<file path="config.mk">
export PLATFORM = sky130hd
export DESIGN_NAME = mem_port_arbiter
export DESIGN_NICKNAME = d
export VERILOG_FILES = /design/src/rtl/mem_port_arbiter.sv
export SDC_FILE = /design/constraint.sdc
export NUM_CORES = 1
export LEC_CHECK = 0
export CAP_MARGIN = 10
export CELL_PAD_IN_SITES_DETAIL_PLACEMENT = 0
export CELL_PAD_IN_SITES_GLOBAL_PLACEMENT = 1
export CORE_MARGIN = 2
export CORE_UTILIZATION = 30
export DETAILED_ROUTE_END_ITERATION = 10
export GPL_TIMING_DRIVEN = 0
export PLACE_DENSITY = 0.89
export SETUP_SLACK_MARGIN = 0.1
export SLEW_MARGIN = 10
export SYNTH_ARGS = -nofsm -noshare
export SYNTH_HDL_FRONTEND = slang
export SYNTH_SLANG_ARGS = --single-unit
</file>
<file path="constraint.sdc">
create_clock -name clk -period 3.97 [get_ports clk]
set_clock_uncertainty 0.15 [all_clocks]
set_input_delay 0.5955 -clock clk [delete_from_list [all_inputs] [get_ports clk]]
set_output_delay 0.5955 -clock clk [all_outputs]
set_load 0.03 [all_outputs]
</file>
<file path="src/rtl/mem_port_arbiter.sv">
// rtl/mem_port_arbiter.sv - round-robin arbiter sharing one memory port between fetch and load/store
module mem_port_arbiter #(
    parameter int ADDR_W   = 32,
    parameter int DATA_W   = 32,
    parameter int MAX_WAIT = 15
) (
    input  logic              clk,
    input  logic              rst,
    input  logic              if_req,
    input  logic [ADDR_W-1:0] if_addr,
    output logic [DATA_W-1:0] if_rdata,
    output logic              if_valid,
    input  logic              d_req,
    input  logic              d_we,
    input  logic [ADDR_W-1:0] d_addr,
    input  logic [DATA_W-1:0] d_wdata,
    output logic [DATA_W-1:0] d_rdata,
    output logic              d_valid,
    output logic              mem_req,
    output logic              mem_we,
    output logic [ADDR_W-1:0] mem_addr,
    output logic [DATA_W-1:0] mem_wdata,
    input  logic [DATA_W-1:0] mem_rdata,
    input  logic              mem_ack,
    output logic              err,
    output logic              err_src,
    output logic              stall
);
    localparam logic [1:0] S_IDLE    = 2'd0;
    localparam logic [1:0] S_IF_BUSY = 2'd1;
    localparam logic [1:0] S_D_BUSY  = 2'd2;

    // Last busy cycle that may still see an ack before the access is aborted.
    localparam logic [7:0] WAIT_LAST = 8'(MAX_WAIT - 1);

    logic [1:0]        r_state;
    logic              r_last_d;
    logic [7:0]        r_wait;
    logic [ADDR_W-1:0] r_addr;
    logic              r_we;
    logic [DATA_W-1:0] r_wdata;
    logic [DATA_W-1:0] r_if_rdata;
    logic [DATA_W-1:0] r_d_rdata;
    logic              r_if_valid;
    logic              r_d_valid;
    logic              r_err;
    logic              r_err_src;

    logic              w_busy;
    logic              w_grant_if;

    assign w_busy     = (r_state == S_IF_BUSY) || (r_state == S_D_BUSY);
    // Fetch wins when it is alone or when data was granted last.
    assign w_grant_if = if_req && (!d_req || r_last_d);

    assign mem_req   = w_busy;
    assign mem_we    = w_busy & r_we;
    assign mem_addr  = r_addr;
    assign mem_wdata = r_wdata;
    assign if_rdata  = r_if_rdata;
    assign if_valid  = r_if_valid;
    assign d_rdata   = r_d_rdata;
    assign d_valid   = r_d_valid;
    assign err       = r_err;
    assign err_src   = r_err_src;
    assign stall     = (if_req & ~r_if_valid) | (d_req & ~r_d_valid);

    // Arbitration, memory handshake sequencing and watchdog.
    always_ff @(posedge clk) begin
        if (!rst) begin
            r_state    <= S_IDLE;
            r_last_d   <= 1'b1;
            r_wait     <= 8'd0;
            r_addr     <= '0;
            r_we       <= 1'b0;
            r_wdata    <= '0;
            r_if_rdata <= '0;
            r_d_rdata  <= '0;
            r_if_valid <= 1'b0;
            r_d_valid  <= 1'b0;
            r_err      <= 1'b0;
            r_err_src  <= 1'b0;
        end else begin
            r_if_valid <= 1'b0;
            r_d_valid  <= 1'b0;
            r_err      <= 1'b0;
            case (r_state)
                S_IDLE: begin
                    if (w_grant_if) begin
                        r_state  <= S_IF_BUSY;
                        r_addr   <= if_addr;
                        r_we     <= 1'b0;
                        r_last_d <= 1'b0;
                        r_wait   <= 8'd0;
                    end else if (d_req) begin
                        r_state  <= S_D_BUSY;
                        r_addr   <= d_addr;
                        r_we     <= d_we;
                        r_wdata  <= d_wdata;
                        r_last_d <= 1'b1;
                        r_wait   <= 8'd0;
                    end
                end
                S_IF_BUSY, S_D_BUSY: begin
                    // An ack on the final allowed cycle still completes normally.
                    if (mem_ack) begin
                        r_state <= S_IDLE;
                        if (r_state == S_IF_BUSY) begin
                            r_if_rdata <= mem_rdata;
                            r_if_valid <= 1'b1;
                        end else begin
                            if (!r_we) begin
                                r_d_rdata <= mem_rdata;
                            end
                            r_d_valid <= 1'b1;
                        end
                    end else if (r_wait == WAIT_LAST) begin
                        r_state   <= S_IDLE;
                        r_err     <= 1'b1;
                        r_err_src <= (r_state == S_D_BUSY);
                    end else begin
                        r_wait <= r_wait + 8'd1;
                    end
                end
                default: r_state <= S_IDLE;
            endcase
        end
    end
endmodule

</file>
==> flow_metrics.tcl <==
set metrics [dict create \
    relSlewSlack_pct 57.0 \
    violations "design-rule violations" \
    cts_buffers 17 \
    crit_fanout 10 \
    post-route-min-period_ps 3080 \
    ioPinCount 269 \
    cap_viol_max_count 0 \
    diodes 0 \
    initial_core_util_pct 30.8 \
    fin_nets 1053 \
    crit_start "r_state[0]$_SDFFE_PN0P_" \
    grt_pass1_wl_mm 28.1 \
    cp.required_ps 3220 \
    tightest_slew_ps 644 \
    grt_overflow 0 \
    power_w 0.00429 \
    grt_pass1_vias 5209 \
    hold_buffers 0 \
    synth.distinct_cells 40 \
    dp_hpwl_mm 13.7 \
    hp-start "d_rdata[13]$_SDFFE_PN0P_" \
    clkTransAtPathRegs_ps 60 \
    port_buffers 268 \
    ys_seq_area_share_pct 51.8 \
    period_share_pct 77.6 \
    r2r-start "r_state[0]$_SDFFE_PN0P_" \
    placementRows 49 \
    syn2layout_area_growth_pct 63.9 \
    first_iter_violations 234 \
    drc 25 \
    firstDrtPassIters 10 \
    tns_ps 0 \
    grt_max_degree 17 \
    crit_type "reg2out" \
    cts_resized 0 \
    synth_compound_area_share_pct 13.0 \
    postPlaceCellArea_um2 8530 \
    fmax_mhz 325 \
    worst-r2r-setup-slack_ps 1550 \
    postRouteAntennaNets 0 \
    synth_top_family_by_area "simple AND/OR/NAND/NOR gates" \
    place.gp.congestion 0.784 \
    synthMuxAreaShare_pct 11.9 \
    via_per_inst 4.62 \
    synth_xor_area_share_pct 0 \
    setup_viol 0 \
    cp-endpoint "mem_we" \
    cp-start-kind "flip-flop" \
    synthAdderAreaFrac_pct 1.12 \
    routed_wl_mm 18.1 \
    htree_levels 4 \
    yosysWarnings 0 \
    cts_buffer_depth 2 \
    hold_class "reg2reg" \
    synth_area_um2 5560 \
    ir_drop_mv 0.261 \
    status "finished with violations" \
    vias 5334 \
    r2r_cells 8 \
    antenna_found_initial 0 \
    avgSynthCellArea_um2 8.87 \
    cts_setup_buffers 0 \
    yosys.area_share.simple_pct 18.1 \
    die_y_um 140 \
    core_um2 18100 \
    rsz0062_at_grt "no" \
    die_w_um 140 \
    p_per_area_nw_per_um2 471 \
    cts_tree "yes" \
    grt_use_total_pct 18.1 \
    drive_gt1_share_pct 5.08 \
    cts_root_buf "clkbuf_16" \
    clk-insertion-delay-late_ps 410 \
    hold_violations 0 \
    leakagePower_nw 3.36 \
    r2r-end "d_rdata[29]$_SDFFE_PN0P_" \
    ys_seq_elements 144 \
    wire_per_inst_um 15.7 \
    stdcell_area_um2 9120 \
    synth_fp_nets 766 \
    endpoint_kind "primary output" \
    cp.arrival_ps 2330 \
    clock_sinks 144 \
    syn_inst 627 \
    drv_slew 0 \
    dieArea_um2 19600 \
]
metal layers:
metal	global-route usage (%)	vias to the layer above	share of wire (%)
li1	-	2704	-
met1	21.4	2403	42
met2	30.3	206	47
met3	7.32	21	9.6
met4	5.53	0	1.6
met5	0	-	0
synthesized netlist by cell type, drive strengths merged:
| master | number | area [um2] |
|---|---|---|
| inv | 6 | 22.5 |
| dfxtp | 144 | 2880 |
| or3 | 5 | 36.3 |
| a31oi | 1 | 6.26 |
| mux2i | 66 | 661 |
| nor4bb | 1 | 10.0 |
| o31a | 1 | 8.76 |
| o22ai | 2 | 12.5 |
| a22oi | 1 | 7.51 |
| and4 | 1 | 8.76 |
| clkbuf | 32 | 120 |
| o32ai | 2 | 17.5 |
| nand2 | 144 | 541 |
| nand4 | 5 | 31.3 |
| or2 | 2 | 12.5 |
| nand3 | 3 | 15.0 |
| buf | 14 | 81.3 |
| nor2b | 1 | 6.26 |
| o21a | 2 | 15.0 |
| nand4b | 2 | 17.5 |
| nor2 | 68 | 255 |
| a21oi | 66 | 334 |
| and2 | 2 | 12.5 |
| a211oi | 33 | 248 |
| o211ai | 6 | 45.0 |
| clkinv | 1 | 3.75 |
| a41o | 1 | 10.0 |
| ha | 5 | 62.6 |
| nor3b | 3 | 22.5 |
| o21ai | 3 | 18.8 |
| nand4bb | 1 | 11.3 |
| or3b | 2 | 17.5 |
| and3b | 1 | 8.76 |
cells in the final DEF, fill, tap and decap left out, drive strengths merged, types with 2 or more instances in the layout:
master,instances
a211oi,33
a21oi,66
and2,2
buf,14
bufinv,3
clkbuf,52
clkdlybuf4s50,268
clkinv,7
dfxtp,144
ha,5
inv,6
mux2i,66
nand2,144
nand3,3
nand4,5
nand4b,2
nor2,68
nor3b,3
o211ai,6
o21a,2
o21ai,3
o22ai,2
o32ai,2
or2,2
or3,5
or3b,2
metrics by stage:
step                      worst slack [ps]  utilization (%)  cells  hold WS [ps]
after CTS                              864             50.4   1154           304
after global routing                   781             50.4   1154           324
after floorplan                       1810                -    627           300
after detailed placement              1000             47.2   1124           297
final                                  891             50.4   1154           303
after global placement                1020             47.2   1124           291
worst min-delay path by stage:
stage	cells after the start	slack, ps	to
after detailed placement	2	300	d_rdata[0]$_SDFFE_PN0P_
final	2	300	d_rdata[13]$_SDFFE_PN0P_
after CTS	2	300	if_rdata[26]$_SDFFE_PN0P_
after floorplan	2	300	r_wait[7]$_SDFFE_PN0P_
after global routing	2	320	d_rdata[28]$_SDFFE_PN0P_
after global placement	2	290	if_rdata[27]$_SDFFE_PN0P_
critical path: stages (launching register included):
cell             delay (ps)
dfxtp_1                 350
inv_1                    80
ha_1                    390
buf_2                   270
and2_1                  160
clkdlybuf4s50_1         670
cells by family (layout without fill, tap and decap cells):
logic type,count (synthesis),in the layout
AND/OR/NAND/NOR,241,241
flip-flops,144,144
AO/OA/AOI/OAI,118,118
multiplexers,66,66
buffers and inverters,53,351
adder cells (fa/ha/maj),5,5
final cells by class:
type / instances / area, um2
Buffer: 46 / 201
Timing Repair Buffer: 268 / 2680
Inverter: 7 / 26.3
Clock buffer: 20 / 447
Clock inverter: 10 / 139
Fill cell: 1738 / 8970
Sequential cell: 144 / 2880
Tap cell: 229 / 287
Multi-Input combinational cell: 430 / 2450
power by group:
group	internal, W	total [W]	switching (W)
Combinational	0.000469	0.00106	0.000593
Clock	0.000997	0.00160	0.000605
Sequential	0.00157	0.00163	0.0000621
Total	0.00303	0.00429	0.00126
flip-flops by register name (all words and copies together) (netlist names):
signal	cells
d_rdata	32
if_rdata	32
mem_addr	32
mem_wdata	32
r_wait	8
r_state	2
d_valid	1
err	1
err_src	1
if_valid	1
r_last_d	1
r_we	1
(Power assumes the default switching activity.)
